## src/rtl/lsu_pkg.sv

```systemverilog
// Shared encodings, FSM state type and the alignment rule for the load/store unit.
package lsu_pkg;

  localparam logic [1:0] SIZE_BYTE = 2'b00;
  localparam logic [1:0] SIZE_HALF = 2'b01;
  localparam logic [1:0] SIZE_WORD = 2'b10;

  typedef enum logic [2:0] {
    ST_IDLE  = 3'd0,
    ST_READ  = 3'd1,
    ST_RDATA = 3'd2,
    ST_WRITE = 3'd3,
    ST_RESP  = 3'd4
  } lsu_state_t;

  // Size 2'b11 is never legal, so it is reported as a fault.
  function automatic logic misaligned(input logic [1:0] size, input logic [1:0] lane);
    case (size)
      SIZE_BYTE: misaligned = 1'b0;
      SIZE_HALF: misaligned = lane[0];
      SIZE_WORD: misaligned = |lane;
      default:   misaligned = 1'b1;
    endcase
  endfunction

endpackage

```

## src/rtl/lsu_if.sv

```systemverilog
// Pipeline request/response bus and DataMem single-port bus of the load/store unit.
// Handshake: a request transfers on a posedge where req_valid && req_ready; resp_valid is a
// one-cycle pulse with no backpressure, and the requester holds req_valid until accepted.
interface lsu_if #(
  parameter int ADDR_W = 32,
  parameter int DATA_W = 32
);
  logic              req_valid;
  logic              req_ready;
  logic              req_we;
  logic [1:0]        req_size;
  logic              req_unsigned;
  logic [ADDR_W-1:0] req_addr;
  logic [DATA_W-1:0] req_wdata;
  logic              resp_valid;
  logic [DATA_W-1:0] resp_rdata;
  logic              resp_misalign;

  modport master (
    output req_valid, req_we, req_size, req_unsigned, req_addr, req_wdata,
    input  req_ready, resp_valid, resp_rdata, resp_misalign
  );

  modport slave (
    input  req_valid, req_we, req_size, req_unsigned, req_addr, req_wdata,
    output req_ready, resp_valid, resp_rdata, resp_misalign
  );
endinterface

interface dmem_if #(
  parameter int ADDR_W = 32,
  parameter int DATA_W = 32
);
  logic [ADDR_W-1:0] mem_a;
  logic [DATA_W-1:0] mem_wd;
  logic              mem_we;
  logic [DATA_W-1:0] mem_rd;

  modport master (output mem_a, mem_wd, mem_we, input mem_rd);
  modport slave  (input mem_a, mem_wd, mem_we, output mem_rd);
endinterface

```

## src/rtl/lsu_align.sv

```systemverilog
// Combinational lane handling: sub-word load extraction/extension and sub-word store merge.
module lsu_align
  import lsu_pkg::*;
(
  input  logic [31:0] word,
  input  logic [31:0] wdata,
  input  logic [1:0]  lane,
  input  logic [1:0]  size,
  input  logic        is_unsigned,
  output logic [31:0] load_data,
  output logic [31:0] merged
);

  logic [7:0]  byte_sel;
  logic [15:0] half_sel;

  always_comb begin
    byte_sel  = word[{lane, 3'b000} +: 8];
    half_sel  = lane[1] ? word[31:16] : word[15:0];
    load_data = word;
    merged    = wdata;
    case (size)
      SIZE_BYTE: begin
        load_data = is_unsigned ? {24'h000000, byte_sel} : {{24{byte_sel[7]}}, byte_sel};
        merged    = word;
        merged[{lane, 3'b000} +: 8] = wdata[7:0];
      end
      SIZE_HALF: begin
        load_data = is_unsigned ? {16'h0000, half_sel} : {{16{half_sel[15]}}, half_sel};
        merged    = word;
        if (lane[1]) merged[31:16] = wdata[15:0];
        else         merged[15:0]  = wdata[15:0];
      end
      default: begin
        load_data = word;
        merged    = wdata;
      end
    endcase
  end

endmodule

```

## src/rtl/load_store_unit.sv

```systemverilog
// Memory-stage load/store front end: one request at a time, alignment check, and sequencing
// of DataMem's single port including read-modify-write for sub-word stores.
module load_store_unit
  import lsu_pkg::*;
#(
  parameter int ADDR_W = 32,
  parameter int DATA_W = 32
) (
  input  logic       clk,
  input  logic       rst,
  lsu_if.slave       req,
  dmem_if.master     mem,
  output lsu_state_t state
);

  lsu_state_t        state_q, state_d;
  logic              lat_we;
  logic              lat_unsigned;
  logic              lat_fault;
  logic [1:0]        lat_size;
  logic [ADDR_W-1:0] lat_addr;
  logic [DATA_W-1:0] lat_wdata;
  logic [DATA_W-1:0] wr_word;
  logic [DATA_W-1:0] rdata_q;
  logic [DATA_W-1:0] load_word;
  logic [DATA_W-1:0] merged_word;

  lsu_align u_align (
    .word        (mem.mem_rd),
    .wdata       (lat_wdata),
    .lane        (lat_addr[1:0]),
    .size        (lat_size),
    .is_unsigned (lat_unsigned),
    .load_data   (load_word),
    .merged      (merged_word)
  );

  always_ff @(posedge clk or posedge rst) begin
    if (rst) state_q <= ST_IDLE;
    else     state_q <= state_d;
  end

  // Word stores need no old data, so they skip the read cycles entirely.
  always_comb begin
    state_d           = state_q;
    req.req_ready     = 1'b0;
    req.resp_valid    = 1'b0;
    req.resp_misalign = 1'b0;
    mem.mem_we        = 1'b0;
    mem.mem_wd        = '0;
    case (state_q)
      ST_IDLE: begin
        req.req_ready = 1'b1;
        if (req.req_valid) begin
          if (misaligned(req.req_size, req.req_addr[1:0]))
            state_d = ST_RESP;
          else if (req.req_we && req.req_size == SIZE_WORD)
            state_d = ST_WRITE;
          else
            state_d = ST_READ;
        end
      end
      ST_READ:  state_d = ST_RDATA;
      ST_RDATA: state_d = lat_we ? ST_WRITE : ST_RESP;
      ST_WRITE: begin
        mem.mem_we = 1'b1;
        mem.mem_wd = wr_word;
        state_d    = ST_RESP;
      end
      ST_RESP: begin
        req.resp_valid    = 1'b1;
        req.resp_misalign = lat_fault;
        state_d           = ST_IDLE;
      end
      default: state_d = ST_IDLE;
    endcase
  end

  always_ff @(posedge clk or posedge rst) begin
    if (rst) begin
      lat_we       <= 1'b0;
      lat_unsigned <= 1'b0;
      lat_fault    <= 1'b0;
      lat_size     <= 2'b00;
      lat_addr     <= '0;
      lat_wdata    <= '0;
      wr_word      <= '0;
      rdata_q      <= '0;
    end else begin
      case (state_q)
        ST_IDLE: begin
          if (req.req_valid) begin
            lat_we       <= req.req_we;
            lat_unsigned <= req.req_unsigned;
            lat_fault    <= misaligned(req.req_size, req.req_addr[1:0]);
            lat_size     <= req.req_size;
            lat_addr     <= req.req_addr;
            lat_wdata    <= req.req_wdata;
            wr_word      <= req.req_wdata;
            rdata_q      <= '0;
          end
        end
        ST_RDATA: begin
          if (lat_we) wr_word <= merged_word;
          else        rdata_q <= load_word;
        end
        default: ;
      endcase
    end
  end

  assign mem.mem_a      = {2'b00, lat_addr[ADDR_W-1:2]};
  assign req.resp_rdata = rdata_q;
  assign state          = state_q;

endmodule

```

## src/flat_wrapper.sv

```systemverilog
// flat-port wrapper written by rule: the top's interface ports become plain ports
module load_store_unit_flat import lsu_pkg::*;
#(
  parameter int ADDR_W = 32,
  parameter int DATA_W = 32
)
  (clk, rst, state, req_req_valid, req_req_we, req_req_size, req_req_unsigned, req_req_addr, req_req_wdata, req_req_ready, req_resp_valid, req_resp_rdata, req_resp_misalign, mem_mem_a, mem_mem_wd, mem_mem_we, mem_mem_rd);
  lsu_if #(.ADDR_W(ADDR_W), .DATA_W(DATA_W)) req_i ();
  dmem_if #(.ADDR_W(ADDR_W), .DATA_W(DATA_W)) mem_i ();
  input  logic clk;
  input  logic rst;
  output lsu_state_t state;
  input wire logic [$bits(req_i.req_valid)-1:0] req_req_valid;
  input wire logic [$bits(req_i.req_we)-1:0] req_req_we;
  input wire logic [$bits(req_i.req_size)-1:0] req_req_size;
  input wire logic [$bits(req_i.req_unsigned)-1:0] req_req_unsigned;
  input wire logic [$bits(req_i.req_addr)-1:0] req_req_addr;
  input wire logic [$bits(req_i.req_wdata)-1:0] req_req_wdata;
  output wire logic [$bits(req_i.req_ready)-1:0] req_req_ready;
  output wire logic [$bits(req_i.resp_valid)-1:0] req_resp_valid;
  output wire logic [$bits(req_i.resp_rdata)-1:0] req_resp_rdata;
  output wire logic [$bits(req_i.resp_misalign)-1:0] req_resp_misalign;
  output wire logic [$bits(mem_i.mem_a)-1:0] mem_mem_a;
  output wire logic [$bits(mem_i.mem_wd)-1:0] mem_mem_wd;
  output wire logic [$bits(mem_i.mem_we)-1:0] mem_mem_we;
  input wire logic [$bits(mem_i.mem_rd)-1:0] mem_mem_rd;
  assign req_i.req_valid = req_req_valid;
  assign req_i.req_we = req_req_we;
  assign req_i.req_size = req_req_size;
  assign req_i.req_unsigned = req_req_unsigned;
  assign req_i.req_addr = req_req_addr;
  assign req_i.req_wdata = req_req_wdata;
  assign req_req_ready = req_i.req_ready;
  assign req_resp_valid = req_i.resp_valid;
  assign req_resp_rdata = req_i.resp_rdata;
  assign req_resp_misalign = req_i.resp_misalign;
  assign mem_mem_a = mem_i.mem_a;
  assign mem_mem_wd = mem_i.mem_wd;
  assign mem_mem_we = mem_i.mem_we;
  assign mem_i.mem_rd = mem_mem_rd;
  load_store_unit #(.ADDR_W(ADDR_W), .DATA_W(DATA_W)) u_core (.clk(clk), .rst(rst), .req(req_i), .mem(mem_i), .state(state));
endmodule
```

## config.mk

```make
export PLATFORM = sky130hd
export DESIGN_NAME = load_store_unit_flat
export DESIGN_NICKNAME = d
export VERILOG_FILES = /design/src/rtl/lsu_pkg.sv /design/src/rtl/lsu_if.sv /design/src/rtl/lsu_align.sv /design/src/rtl/load_store_unit.sv /design/src/flat_wrapper.sv
export SDC_FILE = /design/constraint.sdc
export NUM_CORES = 1
export LEC_CHECK = 0
export CAP_MARGIN = 20
export CORE_ASPECT_RATIO = 1.25
export CORE_MARGIN = 2
export CORE_UTILIZATION = 44
export DETAILED_ROUTE_END_ITERATION = 10
export PLACE_DENSITY = 0.77
export RECOVER_POWER = 50
export SYNTH_ARGS = -nofsm -noshare
export SYNTH_HDL_FRONTEND = slang
export SYNTH_SLANG_ARGS = --single-unit
export TNS_END_PERCENT = 100
```

## constraint.sdc

```tcl
create_clock -name clk -period 4.4 [get_ports clk]
set_input_delay 0.66 -clock clk [delete_from_list [all_inputs] [get_ports clk]]
set_output_delay 0.66 -clock clk [all_outputs]
set_load 0.005 [all_outputs]
```

==> results.toml <==
[outcome]
status = "complete, but fails checks"
violations = "max-capacitance violations, max-slew violations"

[yosys]
synth_top_area_share_pct = 45.1
synth_area_um2 = 7550
synth_area_leaders = "dfrtp_1, nand2_1, o21ai_0"
netlist_instances = 844
ys_seq_elements = 136
yosys.area.top_type = "dfrtp_1"
ys_types = 57
synth_edf_count = 0
ys_warn_count = 0
avgSynthCellArea_um2 = 8.95
ys_seq_area_share_pct = 45.1
async_flop_share_pct = 100
synth_top_flop_cell = "dfrtp_1"

[timing]
setup_viol = 0
worst_pin_slew_ns = 2.25
hold_ws_ns = 0.465
max_freq_mhz = 290
fin_setup_tns_ns = 0
skew_ns = 0.00997
maxSlewHeadroom_pct = -50.7
period_share_pct = 78.5
rsz0062_at_grt = "no"
fin_crit_ns = 3.45
finalHoldViolations = 0
slew_viol_final = 50

[grt]
grt_util_met3_pct = 5.08
grt_pass1_vias = 6639
grt_use_met2_pct = 44.1
grt.busiest_layer = "met2"
antenna_found_initial = 1
grt_util_met1_pct = 32.2
grt_pass1_wl_mm = 36.6
grt_max_degree = 89
grt_usage_pct = 26.3
overflow = 0

[die]
die_area_um2 = 18200
fp.dieH_um = 150
core_um2 = 16800
start_util_pct = 44.8
design.portCount = 206
fp.dieW_um = 121
rows = 53

[worst_setup_path]
ff2ff_setup_slack_ns = 1.38
cp_max_fo = 18
required_ns = 3.74
max_stage_delay_ns = 0.72
critPathBufInv = 2
worst_ep_arrival_time_ns = 2.79
crit_slowest_cell = "dfrtp_1"
cp-end-kind = "output port"
critPathLaunchType = "register"
cp_top_family = "buffers and inverters"
r2r_start = "u_core.lat_addr[1]"
cp-startpoint = "u_core.state[0]"
crit_type = "reg2out"
crit_chain = "nand2_1 > nor2_2 > buf_4 > and2_1 > clkdlybuf4s50_1"

[flow_run]
cap_viol_max_count = 1

[clock_network]
path_clk_slew_ns = 0.06
cts_tree = "yes"
cts-resized-gates = 0
cts_buffer_depth = 2
clock_latency_ns = 0.43
cts-htree-levels = 4
hold_buffers = 0
root_buffer = "clkbuf_16"
cts_made_buffers = 17
postCtsSetupRepairBufs = 0
clock_sinks = 136

[power_and_ir_drop]
irDropWorstVdd_uv = 422
p_leak_nw = 4.52
power_density_nw_per_um2 = 690
p_total_mw = 6.97

[final_layout]
num_antenna_cells = 0
multi_input_area_um2 = 3610
final_area_um2 = 10100
final_common_cell = "nand2_1"
post-route-util_pct = 60.0
seqCellArea_um2 = 3400
drive_gt1_share_pct = 7.22
layout.cells.most_common_list = "nand2_1, clkdlybuf4s50_1, dfrtp_1"
fin_nets = 1092
nFillCells = 1477
area_growth_pct = 33.8

[detailed_routing]
postRouteWirelength_mm = 24.1
first_iter_violations = 642
drt-wirelength-per-cell_um = 19.8
first_pass_iters = 5
vias = 7038
antenna_left = 0
drc = 0
vias_per_cell = 5.78

[place]
dp_hpwl_mm = 16.5
place_area_um2 = 9500
gp_congestion = 0.906
io_buffers = 203

[worst_hold_path]
hold_path_startpoint = "u_core.wr_word[10]"
min-delay-path-class = "reg2reg"
Yosys cell counts, types with 2 or more instances:
cell type and n:
a211o_1 21, a211oi_1 13, a21o_1 8, a21oi_1 11, a221o_1 24, a221oi_1 23
a22oi_1 3, a31oi_1 16, and2_1 33, buf_1 9, buf_2 19, buf_4 33
buf_6 3, clkbuf_1 32, dfrtp_1 136, ha_1 5, inv_1 8, mux2_2 3
mux2i_1 25, mux4_2 8, nand2_1 238, nand2b_1 2, nand3_1 3, nand3b_1 2
nor2_1 30, nor2b_1 5, nor3_1 5, nor4b_2 2, nor4bb_1 2, o21ai_0 70
o21ai_1 5, o21bai_1 2, o22ai_1 8, or3_1 14
flip-flops by register name (all words and copies together), names as in the netlist:
register / count
u_core.lat_unsigned: 1
u_core.req.resp_rdata: 32
u_core.state: 3
u_core.lat_we: 1
u_core.lat_addr: 32
u_core.wr_word: 32
u_core.lat_size: 2
u_core.lat_wdata: 32
u_core.lat_fault: 1
stage by stage:
step           worst slack [ns]  instances
6_report                  0.946       1217
5_1_grt                   0.479       1217
4_1_cts                   0.931       1217
3_5_place_dp               1.25       1185
3_3_place_gp               1.30       1184
2_1_floorplan             0.101        845
worst paths after layout:
check,to,cells past startpoint
max,mem_mem_wd[7],5
min,u_core.wr_word[10],1
max reg2reg,u_core.wr_word[6],6
min reg2reg,u_core.wr_word[10],1
max in group asynchronous,u_core.lat_wdata[26],3
min in group asynchronous,u_core.req.resp_rdata[17],2
where the power goes:
part / switching (mW) / leakage (nW) / internal (mW)
Sequential: 0.583 / 1.70 / 1.84
Combinational: 1.61 / 2.53 / 1.43
Clock: 0.576 / 0.292 / 0.925
cells by family after synthesis:
logic type | after synthesis | synth area share [%]
AO/OA/AOI/OAI | 211 | 19.4
adder cells (fa/ha/maj) | 5 | 0.829
buffers and inverters | 106 | 7.54
flip-flops | 136 | 45.1
multiplexers | 36 | 6.15
other | 1 | 0.0497
AND/OR/NAND/NOR | 349 | 21.0
cell type report:
type	instances	area share [%]
inverters	9	0.347
well taps	220	2.72
repair buffers	217	21.3
clock buffers	19	4.48
multi-input cells	603	35.7
flip-flops and latches	136	33.7
clock inverters	13	1.67
worst register-to-register path, delay by kind of cell, from the launching register on:
kind | cells | cell delay, ns
AO/OA/AOI/OAI | 2 | 0.44
adder cells (fa/ha/maj) | 1 | 0.34
flip-flops | 1 | 0.71
buffers and inverters | 1 | 0.47
AND/OR/NAND/NOR | 2 | 0.98
per-layer routing:
metal | wire (um) | share of wire, % | up-vias
li1 | - | - | 3227
met1 | 9100 | 38 | 3407
met2 | 12200 | 51 | 333
met3 | 1670 | 7.0 | 71
met4 | 1090 | 4.5 | 0
met5 | 0 | 0 | -
Note: power is estimated with default switching activity, not from simulation.
